===== config.mk =====
export PLATFORM = sky130hd
export DESIGN_NAME = huil_meet_sequencer_flat
export DESIGN_NICKNAME = d
export VERILOG_FILES = /design/src/rtl/huil_pkg.sv /design/src/rtl/huil_meet_sequencer_if.sv /design/src/rtl/huil_window_timer.sv /design/src/rtl/huil_meet_sequencer.sv /design/src/flat_wrapper.sv
export SDC_FILE = /design/constraint.sdc
export NUM_CORES = 1
export LEC_CHECK = 0
export BUFFER_PORTS_ARGS = -buffer_cell sky130_fd_sc_hd__buf_2
export CORE_MARGIN = 5
export CORE_UTILIZATION = 40
export CTS_BUF_LIST = sky130_fd_sc_hd__clkbuf_4
export DETAILED_ROUTE_END_ITERATION = 10
export PLACE_DENSITY = 0.57
export SLEW_MARGIN = 20
export SYNTH_ARGS = -nofsm -noshare
export SYNTH_HDL_FRONTEND = slang
export SYNTH_HIERARCHICAL = 1
export SYNTH_SLANG_ARGS = --single-unit

===== constraint.sdc =====
create_clock -name clk -period 2.6 [get_ports clk]
set_clock_uncertainty 0.1 [all_clocks]
set_input_delay 0.52 -clock clk [delete_from_list [all_inputs] [get_ports clk]]
set_output_delay 0.52 -clock clk [all_outputs]
set_load 0.02 [all_outputs]

===== src/rtl/huil_pkg.sv =====
// Shared types and constants for the cry-volume measurement sequencer.
package huil_pkg;

  typedef enum logic [1:0] {
    QUIET,
    ARMING,
    CRYING,
    COOLING
  } huil_state_t;

  localparam int                    HUIL_VOL_W   = 8;
  localparam logic [HUIL_VOL_W-1:0] HUIL_SAT_VOL = 8'hFF;

  function automatic int huil_max(input int a, input int b);
    return (a > b) ? a : b;
  endfunction

endpackage


===== src/rtl/huil_meet_sequencer_if.sv =====
// DSP sample input and window result bundle; piek exists only with HUIL_PEAK_EN.
interface huil_meet_sequencer_if;
  import huil_pkg::*;

  logic [HUIL_VOL_W-1:0] dsp_data;
  logic                  dsp_ready;
  logic [HUIL_VOL_W-1:0] volume;
  logic                  volume_valid;
  logic                  window_clear;
  logic                  huil_actief;
`ifdef HUIL_PEAK_EN
  logic [HUIL_VOL_W-1:0] piek;

  modport master (output dsp_data, dsp_ready,
                  input  volume, volume_valid, window_clear, huil_actief, piek);
  modport slave  (input  dsp_data, dsp_ready,
                  output volume, volume_valid, window_clear, huil_actief, piek);
`else
  modport master (output dsp_data, dsp_ready,
                  input  volume, volume_valid, window_clear, huil_actief);
  modport slave  (input  dsp_data, dsp_ready,
                  output volume, volume_valid, window_clear, huil_actief);
`endif

endinterface


===== src/rtl/huil_window_timer.sv =====
// Free-running measurement window counter; boundary is high in the last cycle of each window.
module huil_window_timer #(
  parameter int WINDOW_CYCLES = 1000000
) (
  input  logic clk,
  input  logic resetmore,
  input  logic enable,
  output logic boundary
);

  localparam int               CNT_W = (WINDOW_CYCLES > 1) ? $clog2(WINDOW_CYCLES) : 1;
  localparam logic [CNT_W-1:0] LAST  = CNT_W'(WINDOW_CYCLES - 1);

  logic [CNT_W-1:0] cnt;

  // NOTE: state registers use non-blocking assignments and an asynchronous reset
  // in the sensitivity list, so reset acts without waiting for a clock edge.
  always_ff @(posedge clk or posedge resetmore) begin
    if (resetmore)                  cnt <= '0;
    else if (!enable || cnt == LAST) cnt <= '0;
    else                            cnt <= cnt + CNT_W'(1);
  end

  assign boundary = enable && (cnt == LAST);

endmodule


===== src/rtl/huil_meet_sequencer.sv =====
// Cry-volume measurement: per-window sample accumulation, volume publication and
// hysteresis crying detection. Define HUIL_PEAK_EN to add the per-window peak output.
module huil_meet_sequencer
  import huil_pkg::*;
#(
  parameter int WINDOW_CYCLES = 1000000,
  parameter int ACC_W         = 14,
  parameter int SHIFT         = 6,
  parameter int ON_WINDOWS    = 3,
  parameter int OFF_WINDOWS   = 5
) (
  input  logic                  clk,
  input  logic                  resetmore,
  input  logic                  enable,
  input  logic [HUIL_VOL_W-1:0] thr_on,
  input  logic [HUIL_VOL_W-1:0] thr_off,
  huil_meet_sequencer_if.slave  bus
);

  localparam int                  STREAK_W = $clog2(huil_max(ON_WINDOWS, OFF_WINDOWS) + 1);
  localparam logic [STREAK_W-1:0] ON_CNT   = STREAK_W'(ON_WINDOWS);
  localparam logic [STREAK_W-1:0] OFF_CNT  = STREAK_W'(OFF_WINDOWS);

  logic                  rdy_q, accept, boundary;
  logic [ACC_W-1:0]      acc, acc_sat, shifted;
  logic [ACC_W:0]        sum;
  logic [HUIL_VOL_W-1:0] volume, vol_next;
  logic                  volume_valid, window_clear, huil_actief;
  logic                  loud, quiet;
  huil_state_t           state;
  logic [STREAK_W-1:0]   streak, streak_inc;

  // Only a rising edge of the ready level counts, so a held level is one sample.
  assign accept = bus.dsp_ready && !rdy_q && enable;

  huil_window_timer #(.WINDOW_CYCLES(WINDOW_CYCLES)) u_timer (
    .clk      (clk),
    .resetmore(resetmore),
    .enable   (enable),
    .boundary (boundary)
  );

  // NOTE: every signal below is assigned on every pass, so no latch can be inferred.
  always_comb begin
    sum        = {1'b0, acc} + {{(ACC_W + 1 - HUIL_VOL_W){1'b0}}, bus.dsp_data};
    acc_sat    = sum[ACC_W] ? '1 : sum[ACC_W-1:0];
    shifted    = acc >> SHIFT;
    vol_next   = (shifted > ACC_W'(HUIL_SAT_VOL)) ? HUIL_SAT_VOL : shifted[HUIL_VOL_W-1:0];
    streak_inc = streak + STREAK_W'(1);
    loud       = (volume >= thr_on);
    quiet      = (volume < thr_off);
  end

  // A sample landing on the boundary cycle seeds the next window instead of this one.
  always_ff @(posedge clk or posedge resetmore) begin
    if (resetmore) begin
      rdy_q        <= 1'b0;
      acc          <= '0;
      volume       <= '0;
      volume_valid <= 1'b0;
      window_clear <= 1'b0;
    end else begin
      rdy_q        <= bus.dsp_ready;
      volume_valid <= boundary;
      window_clear <= boundary;
      if (!enable) begin
        acc <= '0;
      end else if (boundary) begin
        acc    <= accept ? ACC_W'(bus.dsp_data) : '0;
        volume <= vol_next;
      end else if (accept) begin
        acc <= acc_sat;
      end
    end
  end

  always_ff @(posedge clk or posedge resetmore) begin
    if (resetmore) begin
      state       <= QUIET;
      streak      <= '0;
      huil_actief <= 1'b0;
    end else if (!enable) begin
      state       <= QUIET;
      streak      <= '0;
      huil_actief <= 1'b0;
    end else if (volume_valid) begin
      case (state)
        QUIET: if (loud) begin
          if (ON_CNT == STREAK_W'(1)) begin
            state <= CRYING; streak <= '0; huil_actief <= 1'b1;
          end else begin
            state <= ARMING; streak <= STREAK_W'(1);
          end
        end
        ARMING: if (!loud) begin
          state <= QUIET; streak <= '0;
        end else if (streak_inc == ON_CNT) begin
          state <= CRYING; streak <= '0; huil_actief <= 1'b1;
        end else begin
          streak <= streak_inc;
        end
        CRYING: if (quiet) begin
          if (OFF_CNT == STREAK_W'(1)) begin
            state <= QUIET; streak <= '0; huil_actief <= 1'b0;
          end else begin
            state <= COOLING; streak <= STREAK_W'(1);
          end
        end
        COOLING: if (!quiet) begin
          state <= CRYING; streak <= '0;
        end else if (streak_inc == OFF_CNT) begin
          state <= QUIET; streak <= '0; huil_actief <= 1'b0;
        end else begin
          streak <= streak_inc;
        end
        default: begin
          state <= QUIET; streak <= '0; huil_actief <= 1'b0;
        end
      endcase
    end
  end

`ifdef HUIL_PEAK_EN
  logic [HUIL_VOL_W-1:0] peak_acc, piek;

  always_ff @(posedge clk or posedge resetmore) begin
    if (resetmore) begin
      peak_acc <= '0;
      piek     <= '0;
    end else if (!enable) begin
      peak_acc <= '0;
    end else if (boundary) begin
      piek     <= peak_acc;
      peak_acc <= accept ? bus.dsp_data : '0;
    end else if (accept && bus.dsp_data > peak_acc) begin
      peak_acc <= bus.dsp_data;
    end
  end

  assign bus.piek = piek;
`endif

  assign bus.volume       = volume;
  assign bus.volume_valid = volume_valid;
  assign bus.window_clear = window_clear;
  assign bus.huil_actief  = huil_actief;

endmodule


===== src/flat_wrapper.sv =====
// flat-port wrapper written by rule: the top's interface ports become plain ports
module huil_meet_sequencer_flat import huil_pkg::*;
#(
  parameter int WINDOW_CYCLES = 1000000,
  parameter int ACC_W         = 14,
  parameter int SHIFT         = 6,
  parameter int ON_WINDOWS    = 3,
  parameter int OFF_WINDOWS   = 5
)
  (clk, resetmore, enable, thr_on, thr_off, bus_dsp_data, bus_dsp_ready, bus_volume, bus_volume_valid, bus_window_clear, bus_huil_actief);
  huil_meet_sequencer_if bus_i ();
  input  logic clk;
  input  logic resetmore;
  input  logic enable;
  input  logic [HUIL_VOL_W-1:0] thr_on;
  input  logic [HUIL_VOL_W-1:0] thr_off;
  input wire logic [$bits(bus_i.dsp_data)-1:0] bus_dsp_data;
  input wire logic [$bits(bus_i.dsp_ready)-1:0] bus_dsp_ready;
  output wire logic [$bits(bus_i.volume)-1:0] bus_volume;
  output wire logic [$bits(bus_i.volume_valid)-1:0] bus_volume_valid;
  output wire logic [$bits(bus_i.window_clear)-1:0] bus_window_clear;
  output wire logic [$bits(bus_i.huil_actief)-1:0] bus_huil_actief;
  assign bus_i.dsp_data = bus_dsp_data;
  assign bus_i.dsp_ready = bus_dsp_ready;
  assign bus_volume = bus_i.volume;
  assign bus_volume_valid = bus_i.volume_valid;
  assign bus_window_clear = bus_i.window_clear;
  assign bus_huil_actief = bus_i.huil_actief;
  huil_meet_sequencer #(.WINDOW_CYCLES(WINDOW_CYCLES), .ACC_W(ACC_W), .SHIFT(SHIFT), .ON_WINDOWS(ON_WINDOWS), .OFF_WINDOWS(OFF_WINDOWS)) u_core (.clk(clk), .resetmore(resetmore), .enable(enable), .thr_on(thr_on), .thr_off(thr_off), .bus(bus_i));
endmodule

==> out/summary.json <==
{
  "status": "completed",
  "num_rows": 33,
  "grt_use_total_pct": 15.06,
  "routedWlPerCell_um": 13.96,
  "max-vdd-ir-drop_mv": 0.1574,
  "netlist.top_cell.by_area": "dfrtp_1",
  "rr_endpoint": "u_core/bus.volume[0]$_DFFE_PP0P_",
  "syn_to_final_growth_pct": 12.85,
  "top_level_ports": 39,
  "cts_root_buffer": "clkbuf_4",
  "dr_total_vias": 2709,
  "max_slew_margin_pct": 47.39,
  "die_x_um": 100.6,
  "grt_pass1_vias": 2769,
  "cp_top_family": "simple AND/OR/NAND/NOR gates",
  "most-common-layout-cells": "50 x dfrtp_1, 38 x buf_2, 36 x nand2_1",
  "clockBufferDepth": 2,
  "die-area_mm2": 0.01012,
  "leakagePower_nw": 1.791,
  "grt_setup_unrepaired": "no",
  "count_of_placed_standard_cells_including_taps": 503,
  "fmax_mhz": 428.0,
  "synth-seq-area-share_pct": 38.12,
  "post_synth_simple_gate_area_pct": 21.31,
  "synthesis.yosys.warnings": 6,
  "critPathRequiredTime_ns": 2.76,
  "main_combinational_cell_family_by_area_after_synthesis": "simple AND/OR/NAND/NOR gates",
  "clkSlewWorstSetupHoldPaths_ns": 0.15,
  "gpl.final_weighted_congestion": 0.8773,
  "postCtsSetupRepairBufs": 0,
  "clock_tree_from_tritoncts": "done",
  "chipHeight_um": 100.6,
  "final_min_period_over_clock_period_pct": 89.87,
  "final.setup.tns_ns": 0,
  "fin_worst_hold_slack_ns": 0.1032,
  "post_cts_hold_buffer_count": 0,
  "numCtsBuffers": 5,
  "post-synth-top-area-fraction_pct": 38.12,
  "cpMaxStageDelayCell": "nor4_4",
  "min_period_ns": 2.337,
  "final-max-slew-violation-count": 0,
  "utilization_pct": 45.76,
  "crit_path_cell_trace": "ha_1 > and2_2 > nand4_1 > nor4_4 > nand2_1 > mux2_2",
  "syn_area_mm2": 0.003282,
  "layout.cells.most_common": "dfrtp_1",
  "ys_seq_elements": 50,
  "finalHoldViolCount": 0,
  "crit_path_max_incr_delay_ns": 0.41,
  "worstSkewPairLatency_ns": 0.37,
  "initial_core_util_pct": 40.55,
  "cts_resized": 0,
  "layoutNonFillerInstCount": 511,
  "cts_htree_levels": 2,
  "synthXorXnorAreaFrac_pct": 5.071,
  "synth-edff-count": 0,
  "drt_pass1_iterations": 4,
  "setup_viol": 0,
  "critical_path.max_fanout": 9,
  "post-dp-hpwl_mm": 5.489,
  "reg2reg_setup_slack_ns": 0.26,
  "numPortBuffers": 38,
  "post_synth_inst_count": 358,
  "avg_synthesized_cell_area_um2": 9.167,
  "placeable_area_mm2": 0.008093,
  "power.density_mw_per_mm2": 364.0,
  "critical_path.endpoint_type": "flop",
  "post_synth_mux_area_share_pct": 2.707,
  "finalNetCount": 461,
  "synthesized_nets": 414,
  "drcViolationCount": 0,
  "cap_violations": 0,
  "detail_route.iter0.violations": 115,
  "first_pass_grt_wire_length_mm": 12.49,
  "type_of_the_worst_setup_path": "flop to flop",
  "hold_path.class": "input pin to async pin",
  "postRouteAntennaNets": 0,
  "vias_per_instance": 5.301,
  "globalRoute.totalOverflow": 0,
  "ys.flop_type": "dfrtp_1",
  "critical_path.n_buffers_inverters": 0,
  "arrival_ns": 2.50,
  "maximum_number_of_pins_on_one_net_before_global_route_repair": 31,
  "drive_gt1_share_pct": 19.95,
  "netlist_top_cells_area": "dfrtp_1 38%, ha_1 10%, nand2_1 4.1%",
  "asyncSetResetFlopFracSynth_pct": 100.0,
  "clock_sink_count": 50,
  "worstRegToRegCells": 6,
  "synth.distinct_cells": 64,
  "slew_of_the_pin_with_the_lowest_slew_margin_ns": 0.7883,
  "finalWirelength_mm": 7.134,
  "synth-adder-area-share_pct": 10.90,
  "worst_setup_path_start_kind": "flop",
  "synth_compound_area_share_pct": 16.62,
  "antenna_violations_before_repair": 0,
  "r2r_start": "u_core/u_timer/cnt[0]$_DFF_PP0_",
  "n_antenna_cell": 0
}
-- power breakdown --
group	internal [mW]	switching, mW
Sequential	0.792	0.0116
Clock	0.101	0.251
Combinational	0.0810	0.112
-- through the flow --
stage                     setup WS, ns  power [mW]  cell area (µm²)
after floorplan                 0.2154      0.9452             3282
after global placement         0.05034       1.008             3641
after detailed placement       0.04945       1.013             3641
after CTS                       0.1355       1.376             3695
after global routing          0.001454       1.438             3704
final                           0.2635       1.348             3704
-- per-layer routing --
| layer | share of wire [%] | vias up | GRT usage (%) |
|---|---|---|---|
| met3 | 3.0 | 6 | 2.768 |
| met5 | 0 | - | 0 |
| met4 | 1.0 | 0 | 4.145 |
| met1 | 48 | 1304 | 19.60 |
| li1 | - | 1364 | - |
| met2 | 48 | 35 | 25.57 |
-- cells by family (layout without fill, tap and decap cells) --
group	Yosys count	after routing
AND/OR/NAND/NOR	132	132
AO/OA/AOI/OAI	79	79
flip-flops	50	50
buffers and inverters	42	90
adder cells (fa/ha/maj)	28	28
XOR/XNOR	19	19
multiplexers	8	8
-- final cells by class --
type | instances | area, µm²
Timing Repair Buffer | 47 | 257.7
Sequential cell | 50 | 1251
Multi-Input combinational cell | 266 | 1878
Tap cell | 105 | 131.4
Fill cell | 818 | 4389
Clock inverter | 3 | 16.27
Clock buffer | 5 | 37.54
Inverter | 35 | 131.4
-- sequential cells by signal (all words and copies together), names as in the netlist --
signal	flops
u_core/u_timer/cnt	20
u_core/acc	14
u_core/bus.volume	8
u_core/streak	3
u_core/state	2
u_core/bus.huil_actief	1
u_core/bus.window_clear	1
u_core/rdy_q	1
-- cell usage after synthesis (2+ instances only) --
cell type,count
nand3_1,10
nor3_1,6
mux2_2,7
or4_1,2
inv_1,35
a21oi_1,23
xor2_1,11
a211o_1,2
o21ai_0,16
nor2b_1,6
a21o_1,2
ha_1,27
and4_1,3
clkbuf_1,2
a31oi_1,4
nand3_4,2
and2_1,4
a211oi_1,6
nand2b_1,2
buf_2,2
nand2_1,36
nor3b_1,2
and3_1,4
nor4_1,4
o21a_1,2
dfrtp_1,50
o221ai_1,2
nor2_1,31
xnor2_1,8
o31ai_1,5
nand4_1,6
or3_1,4
-- worst max path at each step --
stage | startpoint | end | cells past startpoint
after detailed placement | thr_on[2] | u_core/streak[2]$_DFFE_PP0P_ | 9
after global placement | thr_on[2] | u_core/streak[2]$_DFFE_PP0P_ | 9
after global routing | u_core/bus.volume[5]$_DFFE_PP0P_ | u_core/streak[1]$_DFFE_PP0P_ | 7
final | u_core/u_timer/cnt[0]$_DFF_PP0_ | u_core/bus.volume[0]$_DFFE_PP0P_ | 6
after floorplan | bus_dsp_data[0] | u_core/acc[13]$_DFFE_PP0P_ | 8
after CTS | u_core/u_timer/cnt[0]$_DFF_PP0_ | u_core/bus.volume[0]$_DFFE_PP0P_ | 6
-- worst reg2reg max path, cell delays in order (launching register included) --
cell and delay [ns]:
dfrtp_1 0.40, ha_1 0.18, and2_2 0.23, nand4_1 0.26, nor4_4 0.41, nand2_1 0.30, mux2_2 0.35
Power figures use the tool's default switching activity.
